--- config.mk ---
export PLATFORM = sky130hd
export DESIGN_NAME = branch_resolve
export DESIGN_NICKNAME = d
export VERILOG_FILES = /design/src/rtl/branch_resolve.sv
export SDC_FILE = /design/constraint.sdc
export NUM_CORES = 1
export LEC_CHECK = 0
export ABC_AREA = 1
export CORE_ASPECT_RATIO = 1.4
export CORE_UTILIZATION = 29
export CTS_CLUSTER_DIAMETER = 120
export DETAILED_ROUTE_END_ITERATION = 7
export GPL_TIMING_DRIVEN = 0
export RECOVER_POWER = 50
export SYNTH_ARGS = -nofsm -noshare
export SYNTH_HDL_FRONTEND = slang
export SYNTH_SLANG_ARGS = --single-unit
--- constraint.sdc ---
create_clock -name i_clk -period 4.47 [get_ports i_clk]
set_input_delay 0.894 -clock i_clk [delete_from_list [all_inputs] [get_ports i_clk]]
set_output_delay 0.894 -clock i_clk [all_outputs]
set_load 0.01 [all_outputs]
--- src/rtl/branch_resolve.sv ---
// branch_resolve
//   Branch resolution stage sitting right after the branch comparator.
//   Decides taken/not-taken for B-type, JAL and JALR, computes the redirect
//   target, hands it to fetch over valid/ready, then holds o_flush for
//   FLUSH_CYCLES cycles.
//
//   Optional feature: define BRANCH_STATS_EN to build the conditional-branch
//   statistics counters (o_br_count / o_taken_count). Without it both ports
//   read 0 and no counter flops exist.
//
// Ports
//   i_clk, i_rst            clock, synchronous active-high reset
//   i_valid / o_ready       instruction handshake (ready only in IDLE)
//   i_is_branch/jal/jalr    decoded kind (priority jalr > jal > branch)
//   i_funct3                branch condition code
//   i_pc, i_imm, i_rs1_data target operands
//   i_less, i_equal         comparator flags
//   o_br_unsigned           unsigned-compare select back to the comparator
//   o_redirect_valid/pc     redirect request to fetch, i_redirect_ready accepts
//   o_flush                 squash younger instructions
//   o_busy                  not IDLE
//   o_br_count/taken_count  statistics
module branch_resolve #(
  parameter int XLEN         = 32,
  parameter int FLUSH_CYCLES = 2
) (
  input  logic            i_clk,
  input  logic            i_rst,
  input  logic            i_valid,
  output logic            o_ready,
  input  logic            i_is_branch,
  input  logic            i_is_jal,
  input  logic            i_is_jalr,
  input  logic [2:0]      i_funct3,
  input  logic [XLEN-1:0] i_pc,
  input  logic [XLEN-1:0] i_imm,
  input  logic [XLEN-1:0] i_rs1_data,
  input  logic            i_less,
  input  logic            i_equal,
  output logic            o_br_unsigned,
  output logic            o_redirect_valid,
  input  logic            i_redirect_ready,
  output logic [XLEN-1:0] o_redirect_pc,
  output logic            o_flush,
  output logic            o_busy,
  output logic [31:0]     o_br_count,
  output logic [31:0]     o_taken_count
);

  typedef enum logic [1:0] {
    S_IDLE     = 2'd0,
    S_REDIRECT = 2'd1,
    S_FLUSH    = 2'd2
  } state_e;

  localparam logic [3:0] FLUSH_INIT = 4'(FLUSH_CYCLES);

  state_e            state_q, state_d;
  logic [XLEN-1:0]   redir_pc_q, redir_pc_d;
  logic [3:0]        cnt_q, cnt_d;

  // Resolution of the presented instruction (only meaningful on accept)
  logic            accept;
  logic            kind_jalr, kind_jal, kind_br;
  logic            br_legal, br_cond, taken;
  logic [XLEN-1:0] target;

  assign o_br_unsigned = i_funct3[1];
  assign o_ready       = (state_q == S_IDLE) && !i_rst;
  assign accept        = i_valid && o_ready;

  always_comb begin
    kind_jalr = i_is_jalr;
    kind_jal  = !i_is_jalr && i_is_jal;
    kind_br   = !i_is_jalr && !i_is_jal && i_is_branch;
    br_legal  = 1'b1;
    br_cond   = 1'b0;
    case (i_funct3)
      3'b000:  br_cond = i_equal;
      3'b001:  br_cond = !i_equal;
      3'b100,
      3'b110:  br_cond = i_less;
      3'b101,
      3'b111:  br_cond = !i_less;
      default: br_legal = 1'b0;
    endcase
    taken  = kind_jalr || kind_jal || (kind_br && br_legal && br_cond);
    // JALR clears bit 0 of the sum; all adds wrap modulo 2^XLEN
    target = kind_jalr ? ((i_rs1_data + i_imm) & ~{{(XLEN-1){1'b0}}, 1'b1})
                       : (i_pc + i_imm);
  end

  always_comb begin
    state_d    = state_q;
    redir_pc_d = redir_pc_q;
    cnt_d      = cnt_q;
    case (state_q)
      S_IDLE: begin
        if (accept && taken) begin
          state_d    = S_REDIRECT;
          redir_pc_d = target;
        end
      end
      S_REDIRECT: begin
        if (i_redirect_ready) begin
          if (FLUSH_CYCLES == 0) begin
            state_d = S_IDLE;
          end else begin
            state_d = S_FLUSH;
            cnt_d   = FLUSH_INIT;
          end
        end
      end
      S_FLUSH: begin
        cnt_d = cnt_q - 4'd1;
        if (cnt_q <= 4'd1) state_d = S_IDLE;
      end
      default: state_d = S_IDLE;
    endcase
  end

  always_ff @(posedge i_clk) begin
    if (i_rst) begin
      state_q    <= S_IDLE;
      redir_pc_q <= '0;
      cnt_q      <= '0;
    end else begin
      state_q    <= state_d;
      redir_pc_q <= redir_pc_d;
      cnt_q      <= cnt_d;
    end
  end

  assign o_redirect_valid = (state_q == S_REDIRECT);
  assign o_redirect_pc    = redir_pc_q;
  assign o_flush          = (state_q == S_FLUSH);
  assign o_busy           = (state_q != S_IDLE);

`ifdef BRANCH_STATS_EN
  logic [31:0] br_count_q, br_count_d;
  logic [31:0] taken_count_q, taken_count_d;

  always_comb begin
    br_count_d    = br_count_q;
    taken_count_d = taken_count_q;
    if (accept && kind_br && br_legal) begin
      br_count_d = br_count_q + 32'd1;
      if (br_cond) taken_count_d = taken_count_q + 32'd1;
    end
  end

  always_ff @(posedge i_clk) begin
    if (i_rst) begin
      br_count_q    <= '0;
      taken_count_q <= '0;
    end else begin
      br_count_q    <= br_count_d;
      taken_count_q <= taken_count_d;
    end
  end

  assign o_br_count    = br_count_q;
  assign o_taken_count = taken_count_q;
`else
  assign o_br_count    = 32'd0;
  assign o_taken_count = 32'd0;
`endif

endmodule

# ---- Yosys cells after proc, flatten, opt, wreduce, memory -nomap -nowiden
# Index checks and enable logic that the tools add are counted.
dict set report word_totals {
  latchBits 0
  romBits 0
  mem_count 0
  input_bits 108
  register_bits 38
  elab_cells 51
  ramBits 0
  out_inout_bits 101
}
dict set report classes {
  bitwise_logic 0
  n_shift 0
  mux 9
  magnitude_cmp 1
  addsub 3
  eq_ne 10
  multipliers 0
  n_div 0
  reduce_logical 25
}
# operator n
set op_table {}
lappend op_table {{$add 32x32->32} 2}
lappend op_table {{$mux 32} 1}
lappend op_table {{$eq 3x3->1 const B} 4}
lappend op_table {{$logic_and 1x1->1} 8}
lappend op_table {{$pmux 4 s2} 1}
lappend op_table {{$mux 2} 3}
lappend op_table {{$ne 2x1->1 const B} 3}
lappend op_table {{$pmux 2 s3} 1}
lappend op_table {{$reduce_or 6->1} 1}
lappend op_table {{$logic_not 1->1} 5}
lappend op_table {{$le 4x1->1 const B} 1}
lappend op_table {{$mux 4} 1}
lappend op_table {{$pmux 1 s4} 1}
lappend op_table {{$reduce_and 2->1} 2}
lappend op_table {{$reduce_bool 2->1} 2}
lappend op_table {{$reduce_or 2->1} 2}
lappend op_table {{$sub 4x1->4 const B} 1}
lappend op_table {{$eq 3x1->1 const B} 1}
lappend op_table {{$logic_not 3->1} 1}
lappend op_table {{$reduce_and 3->1} 1}
lappend op_table {{$eq 2x1->1 const B} 1}
lappend op_table {{$eq 2x2->1 const B} 1}
lappend op_table {{$logic_not 2->1} 1}
lappend op_table {{$logic_or 1x1->1} 2}
lappend op_table {{$mux 1} 1}

# ---- Longest topological paths before layout
dict set report logic_depth {
  ltp_word 9
  depth_mapped 16
  depth_no_buf 16
}

# ---- Worst setup path after synthesis
# OpenSTA, ideal clock, no wires.
dict set report synth_path {
  path_type {input port to output port}
  from {input i_rst}
  to {output o_ready}
  path_slack_ns 1.997
  t_required_ns 3.576
  path_stages 3
  n_path_buf 2
  t_arrival_ns 1.579
  cell_sequence {clkbuf_1 clkbuf_1 nor2_1}
}
dict set report synth_between {
  elab_chain_cells 2
}
# element line
set synth_rtl {}
lappend synth_rtl {{start: declaration} 28} ;# input logic i_rst,
lappend synth_rtl {{$logic_not 1->1} 69} ;# assign o_ready = (state_q == S_IDLE) && !i_rst;
lappend synth_rtl {{$logic_and 1x1->1} 69}
lappend synth_rtl {{end: declaration} 30} ;# output logic o_ready,
# Every way passes these cells.

# ---- Final worst setup path
# Ends and elaborated chain as after synthesis.

==> impl_metrics.yaml <==
status:
  status: "complete, no violations"
global_routing:
  grt_pass1_wl_mm: 38.6
  grt_pass1_vias: 7557
  grt_util_met1: 0.223
  met2_usage: 0.370
  antenna_found_initial: 0
  grt_use_total: 0.197
  grt_overflow: 0
  gr-usage-met3: 0.0190
  grt_busiest_layer: "met2"
  grt_max_degree: 13
place:
  placed_cells: 1849
  place_hpwl_mm: 21.7
  gp_congestion: 0.921
  portBuffers: 144
  place_area_um2: 9190
logic_synthesis:
  ys_warn_count: 0
  synth_ff_type: "dfxtp_1"
  synth_area_leader_cell: "nand2_1"
  synth-xor-area-share: 0.0147
  synth-seq-cells: 38
  ys_types: 44
  yosys.area.top_type_share: 0.250
  yosys-top-cells-count: "nand2_1 (474), inv_1 (256), nor2_1 (127)"
  synth_area_per_cell_um2: 5.35
  synthSimpleGateAreaFrac: 0.449
  synthArstFlopShare: 0
  synth_fa_ha_area_frac: 0.116
  synth_top_family_by_area: "simple AND/OR/NAND/NOR gates"
  synth_compound_area_frac: 0.0874
  syn_inst: 1332
  synth.area.top_cells: "nand2_1 (25%), inv_1 (13%), ha_1 (11%)"
  seq_area_frac_synth: 0.107
  synth.mux.area_fraction: 0
  synth.cell_area_um2: 7130
  synth-edff-count: 0
  yosysMostFrequentCell: "nand2_1"
cts:
  cts_root_buf: "clkbuf_16"
  post_cts.repair.setup_buffers: 0
  holdBufCountCts: 0
  insertion_delay_ps: 280
  htreeDepth: 2
  cts_buffers: 5
  clock_sinks: 38
  cts_tree: "built"
  cts_resized: 0
  cts_buffer_depth: 2
  clk_pin_slew_ps: 50
sta:
  finalCriticalPeriod_ps: 3860
  report.final.slew_viol_count: 0
  setup_viol: 0
  hold_violations: 0
  fmax_mhz: 259
  worst_slew_pin_slew_ps: 625
  maxSlewHeadroom: 0.583
  rsz0062_at_grt: "no"
  fin_crit_sh: 0.863
  clock_skew_ps: 4.15
  fin_tns_setup_ps: 0
floorplan:
  dieWidth_um: 134
  die_y_um: 187
  coreArea_um2: 24100
  rows: 67
  dieArea_um2: 25200
  start_util: 0.296
  io_pins: 209
detailed_routing:
  drc: 0
  wl_per_cell_um: 13.3
  wirelength_mm: 24.7
  firstDrtPassIters: 7
  drt_iter0_drc: 460
  postRouteAntennaNets: 0
  via_per_inst: 4.38
  num_vias: 8128
power_and_ir_drop:
  finalPower_mw: 1.83
  ir_worst_vdd_mv: 0.158
  p_leak_nw: 5.52
  power.density_nw_per_um2: 195
cells_and_area:
  multiInputGateArea_um2: 5000
  area_growth_pct: 31.8
  n_fill_cell: 2707
  final_area_um2: 9390
  n_antenna_cell: 0
  fin_util: 0.390
  seqCellArea_um2: 761
  layout-drive-gt1-share: 0.0821
  stdcell_count: 1857
  nets: 1719
worst_setup_path:
  crit_required_ps: 3580
  rrSetupSlack_ps: 2870
  path_max_fanout: 10
  arrival_ps: 2960
  crit_type: "in2out"
  worstSetupEndpointType: "output pin"
  startpoint_type: "input port"
job:
  max_cap_violations: 0
min_path:
  hold_class: "reg2reg"
==> flip-flops by register name, summed over array words and instances (netlist names) <==
name           count
o_redirect_pc     32
cnt_q              4
state_q            2
==> cell families after synthesis <==
logic type,Yosys count
XOR/XNOR,12
flip-flops,38
other,1
AO/OA/AOI/OAI,114
buffers and inverters,341
adder cells (fa/ha/maj),65
AND/OR/NAND/NOR,761
==> path summary, 6_finish.rpt <==
kind / endpoint / cells after the start / startpoint
hold / removal: cnt_q[3]$_SDFFE_PP0P_ / 2 / cnt_q[3]$_SDFFE_PP0P_
setup reg to reg: o_redirect_pc[20]$_SDFFE_PP0P_ / 10 / state_q[0]$_SDFFE_PP0P_
hold reg to reg: cnt_q[3]$_SDFFE_PP0P_ / 2 / cnt_q[3]$_SDFFE_PP0P_
setup / recovery: o_ready / 5 / i_rst
==> worst max-delay path: stages <==
cell and delay, ps:
dlygate4sd3_1 610, clkbuf_1 370, clkbuf_1 480, nor2_1 100, clkdlybuf4s50_1 500
==> per-layer routing <==
layer  vias up  wire, µm
li1       4391         -
met1      3443     10200
met2       245     12100
met3        49      1200
met4         0      1190
met5         -         0
==> cell type report <==
| class | count | share of cell area |
|---|---|---|
| Multi-Input combinational cell | 1016 | 0.532 |
| Timing Repair Buffer | 144 | 0.153 |
| Inverter | 260 | 0.104 |
| Sequential cell | 38 | 0.0810 |
| Buffer | 81 | 0.0668 |
| Tap cell | 310 | 0.0413 |
| Clock buffer | 6 | 0.0148 |
| Clock inverter | 2 | 0.00640 |
==> power breakdown <==
group | internal [mW] | switching [mW] | leakage (nW)
Combinational | 0.402 | 0.587 | 5.11
Clock | 0.335 | 0.134 | 0.0971
Sequential | 0.363 | 0.0128 | 0.311
==> stage by stage <==
step	setup WS [ps]	hold WS, ps
final	612	482
after global routing	412	510
after CTS	653	479
after floorplan	2000	457
after detailed placement	661	470
after global placement	631	470
==> placed cells by master (no fill, tap or decap), types with 5 or more instances in the layout <==
| cell | n |
|---|---|
| a21oi_1 | 61 |
| buf_4 | 68 |
| clkbuf_16 | 5 |
| clkdlybuf4s50_1 | 110 |
| conb_1 | 64 |
| dfxtp_1 | 38 |
| dlygate4sd3_1 | 34 |
| ha_1 | 63 |
| inv_1 | 256 |
| nand2_1 | 474 |
| nand2_2 | 19 |
| nand3_1 | 97 |
| nand3_2 | 5 |
| nand3b_1 | 10 |
| nand4_1 | 8 |
| nor2_1 | 127 |
| nor3_1 | 7 |
| o21ai_0 | 30 |
| xor2_1 | 9 |
No activity file was read; power rests on OpenSTA's default activity.
